$ cat config.mk
export PLATFORM = sky130hd
export DESIGN_NAME = cpu_sequencer
export DESIGN_NICKNAME = d
export VERILOG_FILES = /design/src/rtl/cpu_seq_pkg.sv /design/src/rtl/imem_fetch_if.sv /design/src/rtl/cpu_sequencer.sv
export SDC_FILE = /design/constraint.sdc
export NUM_CORES = 1
export LEC_CHECK = 0
export CAP_MARGIN = 20
export CORE_AREA = 2 2 137 139
export DETAILED_ROUTE_END_ITERATION = 16
export DIE_AREA = 0 0 139 141
export GPL_TIMING_DRIVEN = 0
export PLACE_DENSITY = 0.83
export SYNTH_ARGS = -nofsm -noshare
export SYNTH_HDL_FRONTEND = slang
export SYNTH_SLANG_ARGS = --single-unit
$ cat constraint.sdc
create_clock -name clock -period 1.6 [get_ports clock]
set_input_delay 0.32 -clock clock [delete_from_list [all_inputs] [get_ports clock]]
set_output_delay 0.32 -clock clock [all_outputs]
set_load 0.05 [all_outputs]
$ cat src/rtl/cpu_seq_pkg.sv
// Shared types and constants for the cpu_sequencer slice: FSM state encoding,
// architectural widths, the halt encoding and the instruction field bit positions.
package cpu_seq_pkg;

    localparam int XLEN = 64;
    localparam int ILEN = 32;

    localparam logic [ILEN-1:0] HALT_INSTR = 32'h0000_0000;

    // Field slices handed to the datapath decoder
    localparam int OPC_HI = 31;
    localparam int OPC_LO = 21;
    localparam int RM_HI  = 20;
    localparam int RM_LO  = 16;
    localparam int RN_HI  = 9;
    localparam int RN_LO  = 5;
    localparam int RD_HI  = 4;
    localparam int RD_LO  = 0;

    typedef enum logic [2:0] {
        ST_INIT,
        ST_IDLE,
        ST_FETCH,
        ST_EXEC,
        ST_HALT,
        ST_FAULT
    } seq_state_t;

endpackage

$ cat src/rtl/imem_fetch_if.sv
// Instruction-memory request/ack handshake: drives the request while the FSM is
// fetching, reports completion, and flags a timeout when the ack never arrives.
module imem_fetch_if
    import cpu_seq_pkg::*;
#(
    parameter int FETCH_TIMEOUT = 16
) (
    input  logic            clock,
    input  logic            reset,
    input  logic            fetch_en,
    input  logic [XLEN-1:0] fetch_addr,
    input  logic            imem_ack,
    output logic            imem_req,
    output logic [XLEN-1:0] imem_addr,
    output logic            done,
    output logic            timeout
);

    logic [7:0] wait_cnt_reg;
    logic [7:0] wait_cnt_next;

    // Counts unacknowledged request cycles; restarts whenever a fetch is not pending.
    always_comb begin
        wait_cnt_next = '0;
        if (fetch_en && !imem_ack) begin
            wait_cnt_next = wait_cnt_reg + 8'd1;
        end
    end

    always_ff @(posedge clock) begin
        if (reset) begin
            wait_cnt_reg <= '0;
        end else begin
            wait_cnt_reg <= wait_cnt_next;
        end
    end

    // The fetch address is the PC, which only moves in EXEC, so it is stable until ack.
    assign imem_req  = fetch_en;
    assign imem_addr = fetch_addr;
    assign done      = fetch_en & imem_ack;
    assign timeout   = fetch_en & ~imem_ack & (wait_cnt_reg == 8'(FETCH_TIMEOUT - 1));

endmodule

$ cat src/rtl/cpu_sequencer.sv
// Multi-cycle fetch/execute sequencer around the single-cycle datapath.
// Optional retired-instruction counter built only when SEQ_INSTRET_EN is defined.
module cpu_sequencer
    import cpu_seq_pkg::*;
#(
    parameter logic [XLEN-1:0] PC_RESET      = 64'h0,
    parameter int              INIT_CYCLES   = 2,
    parameter int              FETCH_TIMEOUT = 16
) (
    input  logic            clock,
    input  logic            reset,
    input  logic            run,
    input  logic            step,
    output logic            imem_req,
    output logic [XLEN-1:0] imem_addr,
    input  logic            imem_ack,
    input  logic [ILEN-1:0] imem_rdata,
    output logic            cpu_meminit,
    output logic            cpu_exec,
    output logic [XLEN-1:0] cpu_instruction,
    output logic [10:0]     cpu_instr_31_21,
    output logic [4:0]      cpu_instr_20_16,
    output logic [4:0]      cpu_instr_9_5,
    output logic [4:0]      cpu_instr_4_0,
    output logic [XLEN-1:0] cpu_pc,
    input  logic [XLEN-1:0] cpu_nextpc,
    output logic            busy,
    output logic            halted,
    output logic            fault,
    output logic [31:0]     instret
);

    seq_state_t      state_reg, state_next;
    logic [XLEN-1:0] pc_reg;
    logic [ILEN-1:0] instr_reg;
    logic [7:0]      init_cnt_reg, init_cnt_next;
    logic            single_step_reg, single_step_next;
    logic            pc_load;
    logic            instr_load;
    logic            fetch_done;
    logic            fetch_timeout;

    imem_fetch_if #(
        .FETCH_TIMEOUT(FETCH_TIMEOUT)
    ) u_fetch (
        .clock     (clock),
        .reset     (reset),
        .fetch_en  (state_reg == ST_FETCH),
        .fetch_addr(pc_reg),
        .imem_ack  (imem_ack),
        .imem_req  (imem_req),
        .imem_addr (imem_addr),
        .done      (fetch_done),
        .timeout   (fetch_timeout)
    );

    always_comb begin
        state_next       = state_reg;
        init_cnt_next    = init_cnt_reg;
        single_step_next = single_step_reg;
        pc_load          = 1'b0;
        instr_load       = 1'b0;
        case (state_reg)
            ST_INIT: begin
                if (init_cnt_reg == 8'(INIT_CYCLES - 1)) begin
                    state_next = ST_IDLE;
                end else begin
                    init_cnt_next = init_cnt_reg + 8'd1;
                end
            end
            ST_IDLE: begin
                // run takes precedence over a simultaneous step
                if (run) begin
                    state_next       = ST_FETCH;
                    single_step_next = 1'b0;
                end else if (step) begin
                    state_next       = ST_FETCH;
                    single_step_next = 1'b1;
                end
            end
            ST_FETCH: begin
                if (fetch_done) begin
                    instr_load = 1'b1;
                    state_next = (imem_rdata == HALT_INSTR) ? ST_HALT : ST_EXEC;
                end else if (fetch_timeout) begin
                    state_next = ST_FAULT;
                end
            end
            ST_EXEC: begin
                if (cpu_nextpc[1:0] != 2'b00) begin
                    state_next = ST_FAULT;
                end else begin
                    pc_load    = 1'b1;
                    state_next = (run && !single_step_reg) ? ST_FETCH : ST_IDLE;
                end
            end
            ST_HALT:  state_next = ST_HALT;
            ST_FAULT: state_next = ST_FAULT;
            default:  state_next = ST_FAULT;
        endcase
    end

    always_ff @(posedge clock) begin
        if (reset) begin
            state_reg       <= ST_INIT;
            pc_reg          <= PC_RESET;
            instr_reg       <= '0;
            init_cnt_reg    <= '0;
            single_step_reg <= 1'b0;
        end else begin
            state_reg       <= state_next;
            init_cnt_reg    <= init_cnt_next;
            single_step_reg <= single_step_next;
            if (pc_load) begin
                pc_reg <= cpu_nextpc;
            end
            if (instr_load) begin
                instr_reg <= imem_rdata;
            end
        end
    end

`ifdef SEQ_INSTRET_EN
    logic [31:0] instret_reg;

    always_ff @(posedge clock) begin
        if (reset) begin
            instret_reg <= '0;
        end else if (pc_load) begin
            instret_reg <= instret_reg + 32'd1;
        end
    end

    assign instret = instret_reg;
`else
    assign instret = 32'h0;
`endif

    assign cpu_meminit     = (state_reg == ST_INIT);
    assign cpu_exec        = (state_reg == ST_EXEC);
    assign busy            = (state_reg == ST_FETCH) || (state_reg == ST_EXEC);
    assign halted          = (state_reg == ST_HALT);
    assign fault           = (state_reg == ST_FAULT);
    assign cpu_pc          = pc_reg;
    assign cpu_instruction = {32'h0, instr_reg};
    assign cpu_instr_31_21 = instr_reg[OPC_HI:OPC_LO];
    assign cpu_instr_20_16 = instr_reg[RM_HI:RM_LO];
    assign cpu_instr_9_5   = instr_reg[RN_HI:RN_LO];
    assign cpu_instr_4_0   = instr_reg[RD_HI:RD_LO];

endmodule
# After elaboration in Yosys (flattened, before gate mapping)
# Index checks and enable logic that the tools add are counted.
dict set report word_totals {
  in_bits 101
  ff_bits 116
  output_inout_bits 256
  elab_cells 52
}
dict set report classes {
  n_reduce_logical 13
  n_bitwise 6
  muxes 15
  addsub 2
  n_eq_ne 10
}
# cell n
set ops {}
lappend ops {{32-bit logical NOT} 1}
lappend ops {{3-bit 2-to-1 mux} 7}
lappend ops {{8-bit by 1-bit adder with 8-bit output, second input constant} 2}
lappend ops {{3-bit one-hot mux with 5 select lines} 1}
lappend ops {{8-bit by 1-bit equality test with 1-bit output, second input constant} 1}
lappend ops {{8-bit by 4-bit equality test with 1-bit output, second input constant} 1}
lappend ops {{3-bit by 2-bit equality test with 1-bit output, second input constant} 2}
lappend ops {{3-bit equality test, second input constant} 2}
lappend ops {{1-bit 2-to-1 mux} 6}
lappend ops {{3-bit inequality test, second input constant} 2}
lappend ops {{2-bit AND reduction} 2}
lappend ops {{2-bit nonzero test} 2}
lappend ops {{1-bit bitwise AND} 3}
lappend ops {{3-bit by 1-bit equality test with 1-bit output, second input constant} 1}
lappend ops {{3-bit logical NOT} 1}
lappend ops {{1-bit NOT} 3}
lappend ops {{3-bit AND reduction} 1}
lappend ops {{1-bit logical AND} 2}
lappend ops {{1-bit logical NOT} 2}
lappend ops {{2-bit 2-to-1 mux} 1}
lappend ops {{2-bit by 1-bit inequality test with 1-bit output, second input constant} 1}
lappend ops {{2-bit OR reduction} 1}
lappend ops {{1-bit logical OR} 1}

# Longest topological paths before layout
dict set report depth {
  depth_word 6
  ltp_mapped 8
}

# Cells and area by module
# A second synthesis with hierarchy kept.
dict set report unflattened {
  hier_cells 697
  area_unflattened_um2 5512.8
}
# mod area_each_um2 instances cells_each
set modules_own_cells {}
lappend modules_own_cells {cpu_sequencer 4685.7 1 594}
lappend modules_own_cells {imem_fetch_if 827.0 1 103}

# Worst setup path after synthesis
# Ideal clock, no wire load.
dict set report synth_timing {
  path_type {reg2reg}
  start {register state_reg[1]}
  end {register pc_reg[62], in the netlist cpu_pc[62]}
  setup_slack_ns -1.074
  stages_incl_launch_ff 8
  t_arrival_ns 2.530
  setup_ns 0.144
  cell_sequence {dfxtp_1 > nor2b_1 > and2_0 > clkbuf_1 > nand2_1 > buf_2 > nand2_1 > a21oi_1}
}
dict set report synth_via {
  elab_chain_cells 2
}
# element line
set synth_lines {}
lappend synth_lines {{from (decl)} cpu_sequencer.sv:33} ;# seq_state_t state_reg, state_next;
lappend synth_lines {{from (signal assigned)} cpu_sequencer.sv:111} ;# state_reg <= state_next;
lappend synth_lines {{3-bit by 2-bit equality test with 1-bit output} -}
lappend synth_lines {{net cpu_exec} cpu_sequencer.sv:19} ;# output logic cpu_exec,
lappend synth_lines {{1-bit 2-to-1 mux} cpu_sequencer.sv:63} ;# case (state_reg)
lappend synth_lines {{to (signal assigned)} cpu_sequencer.sv:115} ;# pc_reg <= cpu_nextpc;
lappend synth_lines {{to (decl)} cpu_sequencer.sv:34} ;# logic [XLEN-1:0] pc_reg;
# The timed path passes the listed nets, and every way through them passes these cells.
# A chain may end at the register's enable or synchronous reset.

# Final worst setup path
dict set report layout_timing {
  start {register state_reg[2]}
  end {output port imem_req}
}
dict set report layout_via {
  elab_chain_cells 1
}
# element line
set layout_lines {}
lappend layout_lines {{3-bit by 2-bit equality test with 1-bit output} cpu_sequencer.sv:48} ;# .fetch_en (state_reg == ST_FETCH),
lappend layout_lines {{to (decl)} cpu_sequencer.sv:14} ;# output logic imem_req,
# Every way passes these cells.

==> impl_metrics.yaml <==
status:
  status: "complete, but fails checks"
  violations: "negative setup slack"
worst_setup_path:
  rr_startpoint: "state_reg[2]$_SDFFE_PP0P_"
  slowest_delay_ns: 0.43
  worstPathArrival_ns: 1.42
  cp.required_ns: 1.28
  crit_buf_inv: 2
  worst_setup_path_start_kind: "flop"
  crit_chain: "or3b_4 > clkinv_4 > buf_12"
  cp_top_family: "simple AND/OR/NAND/NOR gates"
  worstSetupEndpointType: "primary output"
  path_class: "reg2out"
  crit_path_start: "state_reg[2]$_SDFFE_PP0P_"
  cp_max_fo: 5
  cp_slowest_cell: "or3b_4"
sta:
  slew_headroom: 0.519
  hold-worst-slack_ns: 0.440
  setup_slack_ns: -0.136
  finalCritPeriodShare: 1.08
  final-setup-viol-count: 32
  finalHoldViolCount: 0
  clock.fmax_mhz: 576
  finalMaxSlewViolations: 0
  rsz0062_at_grt: "true"
  tightest_slew_ns: 0.721
  finalCriticalPeriod_ns: 1.74
  clock_skew_ns: 0.00869
cells_and_area:
  final_cells: 1337
  syn_to_final_growth_pct: 78.8
  nets: 1194
  largest_reg_flops: 64
  diodes: 0
  layout_common_cells: "buf_4, nand2_1, dfxtp_1"
  drive_above_1_share: 0.489
  mostFrequentLayoutCell: "buf_4"
  fin_area_um2: 10200
job:
  max-cap-violations: 0
logic_synthesis:
  synth_xor_area_frac: 0.0216
  synth_top_area_frac: 0.409
  synthSimpleGateAreaFrac: 0.199
  synthAdderAreaFrac: 0.00661
  syn_area_um2: 5680
  syn_inst: 689
  synth-compound-area-share: 0.122
  synthMuxAreaShare: 0
  ys_seq_area_frac: 0.409
  ys_warn_count: 0
  synthFlopType: "dfxtp_1"
  synthArstFlopShare: 0
  synth_edf_count: 0
  synth_top_family_by_area: "buffers and inverters"
  yosysUniqueCellTypes: 42
  postSynthAreaPerCell_um2: 8.25
  yosysTopAreaCell: "dfxtp_1"
  netlist_top_cells_area: "dfxtp_1, buf_4, nand2_1"
  synth-seq-cells: 116
cts:
  insertion_delay_ns: 0.41
  clkTransAtPathRegs_ns: 0.06
  numCtsBuffers: 17
  cts_sinks: 116
  cts_root_buffer: "clkbuf_16"
  cts_tree: "yes"
  htreeDepth: 4
  cts_buffer_depth: 2
placement:
  place_inst: 1277
  port_buffers: 291
  dpl_cell_area_um2: 9250
  hpwl_um: 14400
  gp_congestion: 0.825
pwr:
  p_clk_frac: 0.372
  p_comb_frac: 0.297
  seqPwrFrac: 0.331
  leakagePower_nw: 4.37
  vdd_drop_max_uv: 652
  p_sw_w: 0.00302
  p_sw_frac: 0.321
  p_per_area_nw_per_um2: 926
  p_int_w: 0.00638
global_routing:
  grt_pass1_wl_um: 29300
  track_usage: 0.190
  antenna_found_initial: 0
  grt_max_degree: 17
  first_global_vias: 5566
  grt_overflow: 0
die:
  die-area_um2: 19600
  die_w_um: 139
  num_rows: 50
  pin_count: 357
  initial_core_util: 0.311
  core_area_um2: 18300
  die_y_um: 141
detailed_routing:
  routedWlPerCell_um: 15.0
  drc: 0
  viasPerCell: 4.30
  vias: 5749
  ant_nets: 0
  first_iter_violations: 197
  wl_um: 20000
  dr.pass1.iters: 5
worst_hold_path:
  hold_path_class: "reg2reg"
  worstHoldStart: "u_fetch.wait_cnt_reg[0]$_SDFF_PP0_"
[logic make-up after synthesis]
kind of cell    count (synthesis)
other cells                     1
flops                         116
fa+ha+maj                       3
simple gates                  254
compound gates                108
xor+xnor                       14
buf+inv                       193
[Yosys cell counts, types with 2 or more instances]
master      n
dfxtp_1   116
a21oi_2    30
nand2_1   172
inv_1       2
buf_8       2
nor2_1     19
xnor2_1     6
nor3_1      2
buf_2      15
nand3_1     5
o21ai_0     2
buf_12      2
nand4_1     4
xor2_1      8
nor3b_1     6
clkbuf_1   17
nand2_2    20
a211oi_1    3
nor4_1     10
buf_4     154
ha_1        3
a21oi_1    66
a211oi_2    2
and3_1      5
[power by group through the flow]
stage,clock network [W],logic (W),registers [W]
after floorplan,0,0.00146,0.00335
after global placement,0,0.00232,0.00316
after detailed placement,0,0.00235,0.00317
after CTS,0.00357,0.00256,0.00311
after global routing,0.00371,0.00291,0.00312
final,0.00350,0.00279,0.00311
[final timing paths]
| path | endpoint | slack (ns) | cells past startpoint |
|---|---|---|---|
| max | imem_req | -0.14 | 3 |
| min | u_fetch.wait_cnt_reg[0]$_SDFF_PP0_ | 0.44 | 1 |
| max reg2reg | state_reg[0]$_SDFFE_PP0P_ | -0.11 | 6 |
| min reg2reg | u_fetch.wait_cnt_reg[0]$_SDFF_PP0_ | 0.44 | 1 |
[timing repair]
action                                  CTS  global route
resized for setup                       675           162
pin swaps                                 4            16
hold buffers                              0             0
endpoints found under the setup margin  288           171
setup buffers                            19             9
cloned                                    1             5
[metrics by stage]
stage / setup TNS (ns) / power [W] / utilization / worst slack (ns)
finish: -1.54 / 0.00941 / 0.556 / -0.136
global route: -5.51 / 0.00974 / 0.556 / -0.176
CTS: -4.76 / 0.00925 / 0.556 / -0.187
detailed placement: -58.56 / 0.00551 / 0.506 / -0.916
global placement: -55.23 / 0.00548 / 0.506 / -0.870
floorplan: -0.176 / 0.00481 / - / -0.0563
[per-layer routing]
| metal | GRT usage | routed length (um) |
|---|---|---|
| met5 | 0 | 0 |
| met4 | 0.0569 | 306 |
| met3 | 0.0601 | 1600 |
| met2 | 0.360 | 10700 |
| met1 | 0.202 | 7430 |
[cell type report]
type | count | area [um^2]
Sequential cell | 116 | 2330
Fill cell | 1664 | 8110
Clock inverter | 10 | 82.6
Inverter | 3 | 16.3
Timing Repair Buffer | 323 | 3060
Multi-Input combinational cell | 443 | 2480
Buffer | 186 | 1430
Clock buffer | 22 | 464
Tap cell | 234 | 293
[worst register-to-register path, cell delays in order (launching register included)]
cell,delay [ns]
dfxtp_4,0.36
or3b_4,0.43
buf_4,0.17
a211oi_4,0.25
nor3_2,0.11
nor2_1,0.16
a311oi_1,0.08
Note: power is estimated with default switching activity, not from simulation.
